--- src/rtl/cpu_defs.sv ---
// ---------------------------------------------------------------------------
// cpu_defs
// Shared constants for the instruction/data fetch front end.
//   DEFAULT_DEPTH  : default number of outstanding requests plus buffered
//                    responses in the SRAM-like master.
//   DEFAULT_DATA_W : default response data width.
//   cnt_width()    : width of a counter that must hold 0..depth inclusive.
// ---------------------------------------------------------------------------
package cpu_defs;

    localparam int DEFAULT_DEPTH  = 2;
    localparam int DEFAULT_DATA_W = 32;

    function automatic int cnt_width(input int depth);
        return $clog2(depth + 1);
    endfunction

endpackage

--- src/rtl/sync_fifo.sv ---
// ---------------------------------------------------------------------------
// sync_fifo
// Small first-word-fall-through FIFO holding returned read data until the
// pipeline consumes it. The head entry is visible on dout the cycle after it
// is written.
// Ports:
//   clk, resetn   : clock, asynchronous active-low reset
//   clr           : synchronous clear, wins over push/pop in the same cycle
//   push, din     : write one entry
//   pop           : consume head entry (ignored when empty)
//   dout          : head entry
//   count         : number of valid entries (0..DEPTH)
// ---------------------------------------------------------------------------
module sync_fifo
    import cpu_defs::*;
#(
    parameter int DEPTH  = DEFAULT_DEPTH,
    parameter int DATA_W = DEFAULT_DATA_W
) (
    input  logic                          clk,
    input  logic                          resetn,
    input  logic                          clr,
    input  logic                          push,
    input  logic [DATA_W-1:0]             din,
    input  logic                          pop,
    output logic [DATA_W-1:0]             dout,
    output logic [cnt_width(DEPTH)-1:0]   count
);

    localparam int CW = cnt_width(DEPTH);
    localparam int PW = (DEPTH > 1) ? $clog2(DEPTH) : 1;

    logic [DATA_W-1:0] mem [DEPTH];
    logic [PW-1:0]     wr_ptr;
    logic [PW-1:0]     rd_ptr;
    logic              do_push;
    logic              do_pop;

    // DEPTH is a power of two, so pointers wrap naturally; a single-entry
    // FIFO keeps its pointers pinned at zero.
    function automatic logic [PW-1:0] ptr_inc(input logic [PW-1:0] p);
        return (DEPTH == 1) ? '0 : p + 1'b1;
    endfunction

    assign do_push = push && !clr;
    assign do_pop  = pop && !clr && (count != '0);
    assign dout    = mem[rd_ptr];

    always_ff @(posedge clk) begin
        if (do_push) begin
            mem[wr_ptr] <= din;
        end
    end

    always_ff @(posedge clk or negedge resetn) begin
        if (!resetn) begin
            wr_ptr <= '0;
            rd_ptr <= '0;
            count  <= '0;
        end else if (clr) begin
            wr_ptr <= '0;
            rd_ptr <= '0;
            count  <= '0;
        end else begin
            if (do_push) begin
                wr_ptr <= ptr_inc(wr_ptr);
            end
            if (do_pop) begin
                rd_ptr <= ptr_inc(rd_ptr);
            end
            count <= count + CW'(do_push) - CW'(do_pop);
        end
    end

endmodule

--- src/rtl/sram_like_master.sv ---
// ---------------------------------------------------------------------------
// sram_like_master
// Turns a "pipeline needs access <unique_id>" level into SRAM-like request
// handshakes, keeps up to DEPTH accesses outstanding or buffered, and hands
// responses back in request order. A flush discards everything pending:
// responses still on the bus are counted and thrown away as they return.
// Ports:
//   clk, resetn          : clock, asynchronous active-low reset
//   need_req, unique_id  : pipeline wants the access tagged unique_id
//   flush                : cancel in-flight and buffered responses
//   busy                 : stall to the pipeline
//   req, addr_ok         : SRAM-like address phase
//   data_ok, rdata       : SRAM-like data phase
//   rsp_valid, rsp_data  : head of the response buffer
//   rsp_pop              : consume head response
// ---------------------------------------------------------------------------
module sram_like_master
    import cpu_defs::*;
#(
    parameter int DEPTH     = DEFAULT_DEPTH,
    parameter int DATA_W    = DEFAULT_DATA_W,
    parameter int ID_W      = 32,
    parameter int WAIT_DATA = 1
) (
    input  logic              clk,
    input  logic              resetn,
    input  logic              need_req,
    input  logic [ID_W-1:0]   unique_id,
    input  logic              flush,
    output logic              busy,
    output logic              req,
    input  logic              addr_ok,
    input  logic              data_ok,
    input  logic [DATA_W-1:0] rdata,
    output logic              rsp_valid,
    output logic [DATA_W-1:0] rsp_data,
    input  logic              rsp_pop
);

    localparam int CW = cnt_width(DEPTH);
    localparam logic [CW:0] DEPTH_C = (CW + 1)'(DEPTH);

    logic [CW-1:0]   inflight;
    logic [CW-1:0]   inflight_next;
    logic [CW-1:0]   drop_cnt;
    logic [CW-1:0]   fifo_cnt;
    logic            issued_v;
    logic [ID_W-1:0] issued_id;

    logic new_acc;
    logic credit_ok;
    logic accept;
    logic dok;
    logic drop;
    logic push;
    logic pop;

    assign new_acc   = need_req && (!issued_v || (unique_id != issued_id));
    // Every outstanding request owns a FIFO slot, so the FIFO cannot overflow.
    assign credit_ok = ({1'b0, inflight} + {1'b0, fifo_cnt}) < DEPTH_C;
    assign req       = new_acc && credit_ok;
    assign accept    = req && addr_ok;

    // data_ok with nothing outstanding is a bus protocol error; ignore it.
    assign dok  = data_ok && (inflight != '0);
    assign drop = dok && (drop_cnt != '0);
    assign push = dok && (drop_cnt == '0) && !flush;
    assign pop  = rsp_pop && rsp_valid && !flush;

    assign inflight_next = inflight + CW'(accept) - CW'(dok);
    assign rsp_valid     = (fifo_cnt != '0);

    // Responses return in order, so the most recently issued access has its
    // data buffered (or already consumed) exactly when nothing is in flight.
    if (WAIT_DATA != 0) begin : g_busy_wait
        assign busy = need_req &&
                      !(issued_v && (unique_id == issued_id) && (inflight == '0));
    end else begin : g_busy_addr
        assign busy = need_req && new_acc;
    end

    always_ff @(posedge clk or negedge resetn) begin
        if (!resetn) begin
            inflight  <= '0;
            drop_cnt  <= '0;
            issued_v  <= 1'b0;
            issued_id <= '0;
        end else begin
            inflight <= inflight_next;
            if (flush) begin
                // Whatever is still outstanding after this edge belongs to
                // cancelled accesses and must be discarded on return.
                drop_cnt <= inflight_next;
                issued_v <= 1'b0;
            end else begin
                if (drop) begin
                    drop_cnt <= drop_cnt - CW'(1);
                end
                if (accept) begin
                    issued_v  <= 1'b1;
                    issued_id <= unique_id;
                end
            end
        end
    end

    sync_fifo #(
        .DEPTH  (DEPTH),
        .DATA_W (DATA_W)
    ) u_rsp_fifo (
        .clk    (clk),
        .resetn (resetn),
        .clr    (flush),
        .push   (push),
        .din    (rdata),
        .pop    (pop),
        .dout   (rsp_data),
        .count  (fifo_cnt)
    );

endmodule
--- config.mk ---
export PLATFORM = sky130hd
export DESIGN_NAME = sram_like_master
export DESIGN_NICKNAME = d
export VERILOG_FILES = /design/src/rtl/cpu_defs.sv /design/src/rtl/sync_fifo.sv /design/src/rtl/sram_like_master.sv
export SDC_FILE = /design/constraint.sdc
export NUM_CORES = 1
export LEC_CHECK = 0
export CAP_MARGIN = 10
export CORE_ASPECT_RATIO = 1.25
export CORE_MARGIN = 2
export CORE_UTILIZATION = 44
export CTS_CLUSTER_SIZE = 25
export DETAILED_ROUTE_END_ITERATION = 10
export PLACE_DENSITY = 0.78
export SLEW_MARGIN = 20
export SYNTH_ARGS = -nofsm -noshare
export SYNTH_HDL_FRONTEND = slang
export SYNTH_SLANG_ARGS = --single-unit
--- constraint.sdc ---
create_clock -name clk -period 3.33 [get_ports clk]
set_input_delay 0.666 -clock clk [delete_from_list [all_inputs] [get_ports clk]]
set_output_delay 0.666 -clock clk [all_outputs]
set_load 0.03 [all_outputs]
==> flow_summary.ini <==
[timing]
hold_viol = 0
slew_headroom = 0.383
skew_ns = 0.00568
worstMarginPinSlew_ns = 0.925
drv_slew = 0
period_share = 0.952
max_freq_ghz = 0.315
setup_viol = 0
rsz0062_at_grt = no
period_minus_slack_ns = 3.17

[grt]
grt_max_degree = 42
grt_pass1_wl_um = 13200
overflow = 0
grtUsageTotal = 0.153
grt_pass1_vias = 2657
antenna_found_initial = 0

[route]
wl_met2_um = 3900
dr.pass1.iters = 6
wl_per_cell_um = 15.8
route.detailed.drc = 0
route.vias.total = 2599
totalWireLength_um = 8290
wl_met1_um = 3690
topRoutingLayerUsed = met4
ant_nets = 0
drt_iter0_markers = 44
wl_met3_um = 583
via_per_inst = 4.97

[clock_network]
path_clk_slew_ns = 0.07
tritoncts = built
cts_max_level = 3
postCtsSetupBuffers = 0
cts_hold_repair.buffers = 0
clock_latency_ns = 0.34
cts_inserted_buffers = 9
cts_root_buf = clkbuf_16
clk_path_buf_depth = 2
clock_sinks = 105

[placed_design]
postPlaceCellArea_um2 = 5770
dpl.hpwl_um = 5880
io_buffers = 105
gp_congestion = 0.769

[hold_path]
worstHoldPathType = in -> async

[yosys]
seq_area_frac_synth = 0.648
synth_ff_type = edfxtp_1
netlist_area_um2 = 4550
synthTopCellsByArea = edfxtp_1 42%, dfrtp_1 23%, mux2_4 9.6%
yosysMostFrequentCell = edfxtp_1
ys_seq_elements = 105
synthesis.nets = 350
syn-mean-instance-area_um2 = 16.7
synth_edf_count = 64
synth_top_area_share = 0.422
yosysWarningCount = 0
yosys.area.top_type = edfxtp_1
yosysUniqueCellTypes = 30
synthArstFlopShare = 0.390
synth_cells = 273
synth_common_cells = 64 x edfxtp_1, 41 x dfrtp_1, 36 x mux2_2

[cells_and_area]
layout-drive-gt1-share = 0.256
antenna_cells = 0
final_area_um2 = 6080
syn2layout_area_growth_pct = 33.6
nFillCells = 805
nets = 466

[floorplan]
fp.dieH_um = 118
initial_core_util = 0.450
io_pins = 106
die_w_um = 95.0
rows = 41
die_area_um2 = 11200
core_um2 = 10100

[setup_path]
worstReg2RegStart = issued_id[3]$_DFFE_PN0P_
cp_max_fo = 3
cp-end-kind = primary output
required_ns = 2.66
r2r_slack_ns = 0.58
r2r-end = drop_cnt[1]$_DFFE_PN0P_
path_class = in -> out
worstPathArrival_ns = 2.51
r2r_cells = 12
cp-start-kind = input port

[power]
finalPower_uw = 4180
p_sw_frac = 0.296
total_leakage_power_uw = 0.00242
p_per_area_nw_per_um2 = 688
p_int_uw = 2940
vdd_ir_drop_max_uv = 327
clkPwrFrac = 0.234
p_seq_frac = 0.444
p_switching_uw = 1240
p_comb_frac = 0.322

[status]
status = finished clean

[run]
max-cap-violations = 0
-- cells by family (layout without fill, tap and decap cells) --
group	after synthesis	count (layout)	synth area share
compound gates	7	7	0.0107
xor+xnor	36	36	0.0693
fa+ha+maj	6	6	0.0182
buf+inv	20	141	0.0289
flops	105	105	0.648
mux	66	66	0.187
simple gates	33	33	0.0380
-- power by group through the flow --
| stage | Combinational, uW | Clock [uW] | Sequential (uW) |
|---|---|---|---|
| 3_5_place_dp | 1340 | 0 | 1870 |
| 5_1_grt | 1470 | 1060 | 1890 |
| 2_1_floorplan | 958 | 0 | 1840 |
| 3_3_place_gp | 1300 | 0 | 1860 |
| 6_report | 1350 | 978 | 1850 |
| 4_1_cts | 1360 | 1010 | 1860 |
-- metal layers --
layer / GRT usage / up-vias
met5: 0 / -
met4: 0.0543 / 0
met3: 0.0403 / 8
met2: 0.234 / 102
met1: 0.213 / 1281
li1: - / 1208
-- how the worst max path moves through the flow --
| stage | from | end | slack, ns |
|---|---|---|---|
| global placement | unique_id[8] | req | -0.35 |
| global route | unique_id[3] | drop_cnt[1]$_DFFE_PN0P_ | 0.05 |
| floorplan | data_ok | u_rsp_fifo.mem[0][0]$_DFFE_PP_ | 0.68 |
| CTS | unique_id[8] | busy | 0.002 |
| detailed placement | unique_id[2] | req | -0.35 |
| finish | unique_id[3] | req | 0.16 |
-- per-stage QoR --
step | util | std cells | hold WS (ns) | TNS [ns] | setup WS [ns]
6_report | 0.601 | 523 | 0.460 | 0 | 0.159
5_1_grt | 0.601 | 523 | 0.541 | 0 | 0.0477
3_5_place_dp | 0.571 | 507 | 0.496 | -0.914 | -0.352
2_1_floorplan | - | 273 | 0.370 | 0 | 0.681
3_3_place_gp | 0.571 | 507 | 0.497 | -0.854 | -0.352
4_1_cts | 0.601 | 523 | 0.498 | 0 | 0.00218
-- critical path: stages --
cell and delay (ns):
clkdlybuf4s50_1 0.44, xor2_1 0.16, nor4_2 0.34, nand3_1 0.21, nor4_4 0.34, buf_4 0.16
nor2_1 0.03, buf_2 0.17
-- flip-flops by register name, summed over array words and instances (netlist names) --
register	cells
u_rsp_fifo.mem	64
drop_cnt	2
inflight	2
issued_v	1
u_rsp_fifo.rd_ptr	1
issued_id	32
u_rsp_fifo.wr_ptr	1
u_rsp_fifo.count	2
-- final cells by class --
type,count,area (um^2),area share
Multi-Input combinational cell,148,1520,0.250
Tap cell,129,161,0.0266
Clock inverter,7,53.8,0.00886
Clock buffer,9,225,0.0371
Sequential cell,105,2950,0.485
Inverter,11,41.3,0.00680
Timing Repair Buffer,114,1130,0.186
-- timing repair --
| item | in CTS | in global routing |
|---|---|---|
| gates resized for setup | 8 | 6 |
| gates cloned | 0 | 0 |
| pin swaps | 2 | 3 |
| endpoints found under the setup margin | 2 | 3 |
-- cells in the final DEF, fill, tap and decap left out, types with 3 or more instances in the layout --
master / instances
clkdlybuf4s50_1: 102
edfxtp_1: 64
dfrtp_1: 41
mux2_2: 36
xor2_1: 32
mux2_4: 29
inv_1: 11
nor2_1: 9
clkbuf_16: 9
buf_4: 7
nand2_1: 5
ha_1: 5
xnor2_1: 4
nor4_2: 4
nor2b_1: 3
Power figures use the tool's default switching activity.
